File: src/rtl/spi_reg_bridge.sv
// SPI byte-stream to register-bus bridge: command byte (R/W + 7-bit address), then data bytes.
// Define SPI_REG_BRIDGE_AUTOINC_EN to advance the address after every write and read fetch.
module spi_reg_bridge #(
   parameter logic [7:0] FILL_BYTE = 8'hFF
) (
   input  logic       clk,
   input  logic       rst_n,
   input  logic       cs_n,
   input  logic [7:0] rx_byte,
   input  logic       rx_valid,
   output logic [7:0] tx_byte,
   output logic [6:0] reg_addr,
   output logic [7:0] reg_wdata,
   output logic       reg_we,
   output logic       reg_re,
   input  logic [7:0] reg_rdata,
   output logic       busy,
   output logic [2:0] dbg_state
);

   typedef enum logic [2:0] {
      IDLE     = 3'd0,
      CMD      = 3'd1,
      WRITE    = 3'd2,
      RD_FETCH = 3'd3,
      READ     = 3'd4
   } state_t;

   state_t     state_q, state_d;
   logic [1:0] cs_sync;
   logic [1:0] live;
   logic       armed;
   logic       cs_s;
   logic [6:0] addr_q, addr_d, next_addr;
   logic [7:0] tx_q;
   logic [7:0] wdata_q;
   logic       we_q, wr_d;
   logic       rd_pend;

   assign cs_s = cs_sync[1];

`ifdef SPI_REG_BRIDGE_AUTOINC_EN
   assign next_addr = addr_q + 7'd1;
`else
   assign next_addr = addr_q;
`endif

   // Handshake: rx_valid is a one-cycle strobe with no back-pressure; a byte is
   // taken only in CMD, WRITE or READ while synchronised cs_n is low.
   always_comb begin
      state_d = state_q;
      addr_d  = addr_q;
      wr_d    = 1'b0;
      if (cs_s) begin
         state_d = IDLE;
      end else begin
         case (state_q)
            IDLE: if (armed) state_d = CMD;
            CMD: begin
               if (rx_valid) begin
                  addr_d  = rx_byte[6:0];
                  state_d = rx_byte[7] ? RD_FETCH : WRITE;
               end
            end
            WRITE: begin
               if (we_q)     addr_d = next_addr;
               if (rx_valid) wr_d   = 1'b1;
            end
            RD_FETCH: begin
               addr_d  = next_addr;
               state_d = READ;
            end
            READ: if (rx_valid) state_d = RD_FETCH;
            default: state_d = IDLE;
         endcase
      end
   end

   // armed only sets once cs_n has really been sampled high after reset, so a
   // chip select held low through reset cannot start a frame.
   always_ff @(posedge clk or negedge rst_n) begin
      if (!rst_n) begin
         state_q <= IDLE;
         cs_sync <= 2'b11;
         live    <= 2'b00;
         armed   <= 1'b0;
         addr_q  <= 7'd0;
         tx_q    <= FILL_BYTE;
         wdata_q <= 8'd0;
         we_q    <= 1'b0;
         rd_pend <= 1'b0;
      end else begin
         state_q <= state_d;
         cs_sync <= {cs_sync[0], cs_n};
         live    <= {live[0], 1'b1};
         armed   <= armed | (live[1] & cs_s);
         addr_q  <= addr_d;
         we_q    <= wr_d;
         if (wr_d) wdata_q <= rx_byte;
         rd_pend <= reg_re;
         if (cs_s)         tx_q <= FILL_BYTE;
         else if (rd_pend) tx_q <= reg_rdata;
      end
   end

   assign tx_byte   = tx_q;
   assign reg_addr  = addr_q;
   assign reg_wdata = wdata_q;
   assign reg_we    = we_q;
   assign reg_re    = (state_q == RD_FETCH) && !cs_s;
   assign busy      = ~cs_s;
   assign dbg_state = state_q;

endmodule

File: config.mk
export PLATFORM = sky130hd
export DESIGN_NAME = spi_reg_bridge
export DESIGN_NICKNAME = d
export VERILOG_FILES = /design/src/rtl/spi_reg_bridge.sv
export SDC_FILE = /design/constraint.sdc
export NUM_CORES = 1
export LEC_CHECK = 0
export ABC_AREA = 1
export CAP_MARGIN = 20
export CORE_UTILIZATION = 47
export CTS_CLUSTER_DIAMETER = 80
export DETAILED_ROUTE_END_ITERATION = 12
export HOLD_SLACK_MARGIN = 0.1
export PLACE_DENSITY = 0.82
export SYNTH_ARGS = -nofsm -noshare
export SYNTH_HDL_FRONTEND = slang
export SYNTH_SLANG_ARGS = --single-unit
File: constraint.sdc
create_clock -name clk -period 1.7 [get_ports clk]
set_input_delay 0.255 -clock clk [delete_from_list [all_inputs] [get_ports clk]]
set_output_delay 0.255 -clock clk [all_outputs]
set_load 0.02 [all_outputs]
==> impl_results.md, run 1 <==
- Kind of critical path: reg2out
- P_sw: between 0.0008 and 0.0009 W
- Mean Syn Cell Area: a little over 10 um^2
- Pwr Total: 0.002593 W
- Footprint of the multi-input gates: about 430 um^2
- Commonest non-fill, non-tap cells in the layout: clkdlybuf4s50_1 (35), nand2_1 (23), dfrtp_1 (23)
- Number of global-route vias before repair: between 1000 and 1500
- Total Nets Final: between 200 and 250
- Clock Sink Count: 33
- Fillcell total: ~200
- Via count: about 1100
- Synth Instances: approximately 130
- GRT overflow: 0
- Final Skew: between 0.005 and 0.006 ns
- First-pass GRT wire length: 4850 um
- Combinational Power Share: 0.389
- P_leak: between 0.9 and 1 nW
- Final WL: 2839 um
- Worst Path Required: about 1.4 ns
- Final-report max-slew violation count: 0
- Clock power share: 0.185
- Clk root buf: clkbuf_4
- Proportion of layout cells with a drive suffix above 1: 0.2368
- Die area: 0.003162 mm^2
- Crit path DAT: 1.34 ns
- Slowest stage delay, CP: roughly 0.63 ns
- Worst min-delay path class: in2async
- Post-Syn Nets: 154
- Average wire per standard cell: around 13 um
- Largest net degree at the start of global routing: 34
- PwrDens: approximately 1300 mW/mm^2
- Most common cell after layout, fill and taps aside: clkdlybuf4s50_1
- Iteration count of the initial detailed-routing pass: 4
- DP Worst Slack: 0.07136 ns
- DRC: 0
- Placement row count: 19
- Area growth syn-to-layout: 41.27%
- Fin worst setup slack: ~0.11 ns
- Flops & latches, synth: 33
- Final HPWL DP: 2100 um
- Status: completed
- End of the critical path: reg_addr[4]
- Port bufs: between 40 and 50
- Initial core utilization: 0.4971
- Maximum VDD drop: 1.099 mV
- Clk_lat worst skew: about 0.32 ns
- Sequential cell area: around 840 um^2
- Startpoint Class: flip-flop
- Top delay family on crit path: buffers and inverters
- GPL Wtd Cong: approximately 0.86
- CP cell instances: clkdlybuf4s50_1
- Final period util: 0.9365
- Post-Route Setup TNS: 0 ns
- Clock transition at path regs: 0.09 ns
- Vias per inst: 5.018
- Total GRT Usage: 0.2050
- Synth warn: 0
- RSZ-0062 raised after global routing: no
- Reg power frac: 0.426
- CTS Buffer Depth: 2
- FF-to-FF path depth: 5
- Post-Syn Area: about 0.0014 mm^2
- Worst R2R End: reg_addr[2]$_DFFE_PN0P_
- Ports: 49
- CP Capture Type: primary output
- WP buf/inv: 1
- Seq/Total Area, Yosys: 0.6063
- CP startpoint: reg_addr[4]$_DFFE_PN0P_
- Worst flop-to-flop path startpoint: cs_sync[1]$_DFF_PN1_
- Yosys cell types: 22
- Placeable Area: 0.002781 mm^2
- Initial drt markers: 31
- Final hold violation count: 0
- TritonCTS buffer count: 5
- CP max FO: 2
- Die width: roughly 56 um
- Hold-fix buffers, CTS: 0
- R2r setup slk: ~0.29 ns
- CTS H-Tree Depth: 2
- Post-DRT Antenna Nets: 0
- N_diodes: 0
- Die H: between 50 and 60 um
- Fin crit period: 1.592 ns
- Final Setup Violations: 0
- Critical path depth: 1
- Fmax: about 630 MHz
- Initial antenna violation count: 0
- Internal power: about 0.0017 W
- Hold WS: approximately 0.33 ns
- TritonCTS clock tree: done
- Crit-path slowest cell: clkdlybuf4s50_1
- Sw frac: 0.3467
- Max Cap Viol: 0
stage by stage:
stage / cell area [um^2] / cells / utilization
floorplan: 1383 / 134 / -
global placement: 1899 / 213 / 0.6829
detailed placement: 1899 / 213 / 0.6829
CTS: 1957 / 221 / 0.7036
global route: 1953 / 221 / 0.7022
finish: 1953 / 221 / 0.7022
cell type report:
class / count / share of cell area
Tap cell: 31 / 0.01986
Clock inverter: 1 / 0.002562
Sequential cell: 33 / 0.4292
Inverter: 22 / 0.04228
Timing Repair Buffer: 52 / 0.2530
Multi-Input combinational cell: 75 / 0.2197
Clock buffer: 7 / 0.03331
power by group through the flow:
stage | clock [W] | sequential, W | combinational (W)
2_1_floorplan | 0 | 0.00133 | 0.000297
3_3_place_gp | 0 | 0.00111 | 0.00100
3_5_place_dp | 0 | 0.00112 | 0.00102
4_1_cts | 0.000501 | 0.00111 | 0.00102
5_1_grt | 0.000539 | 0.00113 | 0.00109
6_report | 0.000480 | 0.00110 | 0.00101
state kept, by name (all words and copies together), names as in the netlist:
name and count:
reg_addr 7, cs_sync 2, reg_we 1, live 2
reg_wdata 8, tx_byte 8, dbg_state 3, armed 1
rd_pend 1
routing by layer:
layer  wire length, um  vias up  GRT usage
li1                  -      538          -
met4                19        0    0.05226
met5                 0        -          0
met2              1432       49     0.3333
met3               235        2    0.09302
met1              1151      520     0.2488
kinds of logic after synthesis:
kind of cell	Yosys count	synth area share
AOI/OAI and AO/OA	33	0.1611
buffers and inverters	26	0.08326
DFF	33	0.6063
and+or+nand+nor	41	0.1466
other	1	0.002712
synth_stat cells, drive strengths merged:
cell,number,area share
or2,1,0.0045
buf,4,0.024
nand4,1,0.0045
nor3,1,0.0036
nand2,23,0.062
dfrtp,23,0.42
nand3,8,0.042
dfstp,10,0.19
o21ai,23,0.12
inv,22,0.060
o31ai,1,0.0054
a21oi,8,0.029
nor2,7,0.030
conb,1,0.0027
a21o,1,0.0054
worst min path at each step:
stage / from / to / slack, ns / cells past startpoint
after floorplan: rst_n / armed$_DFF_PN0_ / -0.04 / 0
after global placement: live[0]$_DFF_PN0_ / live[1]$_DFF_PN0_ / 0.34 / 0
after detailed placement: live[0]$_DFF_PN0_ / live[1]$_DFF_PN0_ / 0.34 / 0
after CTS: rst_n / reg_wdata[1]$_DFFE_PN0P_ / 0.33 / 2
after global routing: cs_n / cs_sync[0]$_DFF_PN1_ / 0.33 / 1
final: rst_n / reg_wdata[1]$_DFFE_PN0P_ / 0.33 / 2
what timing repair did:
item / CTS / global route
pin swaps: 0 / 0
setup endpoints to repair: 12 / 2
resized for setup: 14 / 2
setup buffers: 0 / 0
endpoints found under the hold margin: 0 / 0
(Power assumes the default switching activity.)
==> run 2, diff against run 1 <==
--- a/config.mk
+++ b/config.mk
@@ -7,11 +7,11 @@
 export LEC_CHECK = 0
 export ABC_AREA = 1
 export CAP_MARGIN = 20
-export CORE_UTILIZATION = 47
+export CORE_UTILIZATION = 40
 export CTS_CLUSTER_DIAMETER = 80
 export DETAILED_ROUTE_END_ITERATION = 12
 export HOLD_SLACK_MARGIN = 0.1
-export PLACE_DENSITY = 0.82
+export PLACE_DENSITY = 0.74
 export SYNTH_ARGS = -nofsm -noshare
 export SYNTH_HDL_FRONTEND = slang
 export SYNTH_SLANG_ARGS = --single-unit
==> constraint.sdc (replaced) <==
create_clock -name clk -period 1.35 [get_ports clk]
set_input_delay 0.2025 -clock clk [delete_from_list [all_inputs] [get_ports clk]]
set_output_delay 0.2025 -clock clk [all_outputs]
set_load 0.02 [all_outputs]
==> run 2 against run 1 <==
Net effect:
- the run now ends with negative setup slack left
- global-route usage shrank 1.9 points
- sequential cell count is the same
- total power grew 20%
- largest power group unchanged
- largest cell class unchanged
- critical path depth grew 2
- critical endpoint is now busy
- sequential power grew 25%
- clock power grew 4.2%
- cell count grew 11%
==> impl_results.md, run 2 (synthesis gave the netlist of run 1 again) <==
- WP buf/inv: 3 (+2)
- Die area: 0.003695 mm^2 (+17%)
- Worst min-delay path class: in2async
- TritonCTS buffer count: 5 (unchanged)
- Startpoint Class: flip-flop
- Maximum VDD drop: 1.030 mV (-6.3%)
- Via count: 1148 (+3.5%)
- CTS Buffer Depth: 2 (unchanged)
- Placement row count: 20 (+1)
- Clk_lat worst skew: 0.32 ns (about the same)
- Total Nets Final: 221 (+5.7%)
- Finished Layout Cells: 246 (+11%)
- Die H: 60.79 um (+8.1%)
- Die width: 60.79 um (+8.1%)
- Commonest non-fill, non-tap cells in the layout: dfrtp_1 (23), nand2_1 (22), clkdlybuf4s50_1 (19)
- Proportion of layout cells with a drive suffix above 1: 0.3416 (+0.1047)
- Hold-fix buffers, CTS: 0 (unchanged)
- Port bufs: 48 (unchanged)
- Final Skew: 0.009838 ns (+0.003912 ns)
- GPL Wtd Cong: 0.8121 (-5.3%)
- Kind of critical path: reg2out
- First-pass GRT wire length: 4954 um (+2.1%)
- Initial drt markers: 46 (+48%)
- Crit path DAT: 1.20 ns (-0.14 ns)
- Initial antenna violation count: 0 (unchanged)
- Crit-path slowest cell: dfstp_2
- CP max FO: 5 (+3)
- Fmax: 710.5 MHz
- Fin worst setup slack: -0.05748 ns (-0.1655 ns)
- Ports: 49 (unchanged)
- Clock transition at path regs: 0.10 ns (about the same)
- CP cell instances: buf_4 -> inv_2 -> buf_6
- Top delay family on crit path: flip-flops
- PwrDens: 1522 mW/mm^2 (+15%)
- Final WL: 3064 um (+7.9%)
- Post-DRT Antenna Nets: 0 (unchanged)
- Final hold violation count: 0 (unchanged)
- Status: complete, but fails checks
- Area growth syn-to-layout: 47.33%
- Final HPWL DP: 2219 um (+5.7%)
- Number of global-route vias before repair: 1174 (+11%)
- Violated checks: negative setup slack
- Placeable Area: 0.003153 mm^2 (+13%)
- RSZ-0062 raised after global routing: yes
- GRT overflow: 0 (unchanged)
- P_leak: 1.041 nW (+8.4%)
- Fin crit period: between 1 and 1.5 ns
- Vias per inst: 4.667 (-7.0%)
- Final period util: 1.043
- Worst Path Required: 1.15 ns (-0.29 ns)
- Clk root buf: clkbuf_4
- Fillcell total: 290 (+46%)
- Final-report max-slew violation count: 0 (unchanged)
- CP Capture Type: primary output
- DRC: 0 (unchanged)
- Max Cap Viol: 0 (unchanged)
- Most common cell after layout, fill and taps aside: dfrtp_1
- CTS H-Tree Depth: 2 (unchanged)
- Final Setup Violations: 2 (+2)
- Largest net degree at the start of global routing: 34 (unchanged)
- TritonCTS clock tree: done
- Pwr Total: 0.003101 W (+20%)
- Placed Cells: 236 (+11%)
- Clock Sink Count: 33 (unchanged)
- Slowest stage delay, CP: 0.60 ns (-0.03 ns)
- Iteration count of the initial detailed-routing pass: 5 (+1)
- R2r setup slk: 0.09 ns (-0.20 ns)
- Initial core utilization: 0.4385 (-0.05858)
- Total GRT Usage: 0.1857 (-0.01931)
- Average wire per standard cell: 12.46 um (-3.0%)
- DP Worst Slack: -0.1240 ns (-0.1954 ns)
- N_diodes: 0 (unchanged)
run 2: cell count changes in the layout (fill, tap and decap cells not counted), sizes merged:
cell           delta
nand3             +1
buf              +21
dlymetal6s2s      -1
clkbuf            +1
clkdlybuf4s15     +2
clkinv            -1
dlygate4sd2       +5
clkdlybuf4s50    -16
run 2: layer usage:
layer  wire length [um]  track usage  part of all wire  up-vias
met3                202      0.05117             0.066        2
li1                   -            -                 -      561
met2               1518       0.3218              0.50       46
met1               1322       0.2251              0.43      539
met5                  0            0                 0        -
met4                 21      0.05844            0.0069        0
run 2: final timing paths:
kind / from / cells after the start / endpoint
max: cs_sync[1]$_DFF_PN1_ / 3 / busy
min: rst_n / 2 / reg_wdata[6]$_DFFE_PN0P_
max reg2reg: cs_sync[1]$_DFF_PN1_ / 6 / reg_addr[5]$_DFFE_PN0P_
min reg2reg: cs_sync[0]$_DFF_PN1_ / 0 / cs_sync[1]$_DFF_PN1_
max in group asynchronous: rst_n / 2 / tx_byte[1]$_DFFE_PN1P_
min in group clk: cs_n / 1 / cs_sync[0]$_DFF_PN1_
run 2: report_power, final:
part           switching (W)  internal (W)
clock               0.000293      0.000207
sequential          0.000131       0.00124
combinational       0.000717      0.000513
run 2: repair_timing:
| action | in CTS | in global routing |
|---|---|---|
| setup endpoints to repair | 29 | 25 |
| cloned | 0 | 1 |
| hold endpoints to repair | 0 | 0 |
| resized for setup | 61 | 15 |
| pin swaps | 0 | 2 |
| buffers inserted | 0 | 1 |
run 2: layout make-up:
class | instances | area, um^2 | share of cell area
clock buffers | 8 | 48.80 | 0.02396
inverters | 22 | 82.58 | 0.04054
multi-input cells | 76 | 454.2 | 0.2230
flip-flops and latches | 33 | 838.3 | 0.4115
well taps | 44 | 55.05 | 0.02703
repair buffers | 63 | 558.0 | 0.2740
run 2: through the flow:
| stage | area, um^2 | setup TNS, ns | hold slack (ns) | util |
|---|---|---|---|---|
| after floorplan | 1383 | 0 | -0.09309 | - |
| after global placement | 2016 | -0.1342 | 0.3354 | 0.6393 |
| after detailed placement | 2016 | -0.1564 | 0.3387 | 0.6393 |
| after CTS | 2048 | -0.1272 | 0.2335 | 0.6496 |
| after global routing | 2037 | -0.2303 | 0.2335 | 0.6460 |
| final | 2037 | -0.1144 | 0.2382 | 0.6460 |
==> run 3, diff against run 2 <==
--- a/config.mk
+++ b/config.mk
@@ -10,6 +10,7 @@
 export CORE_UTILIZATION = 40
 export CTS_CLUSTER_DIAMETER = 80
 export DETAILED_ROUTE_END_ITERATION = 12
+export GPL_TIMING_DRIVEN = 1
 export HOLD_SLACK_MARGIN = 0.1
 export PLACE_DENSITY = 0.74
 export SYNTH_ARGS = -nofsm -noshare
==> results of run 3 <==
The final DEF is identical to that of run 2; final timing and power are the same.
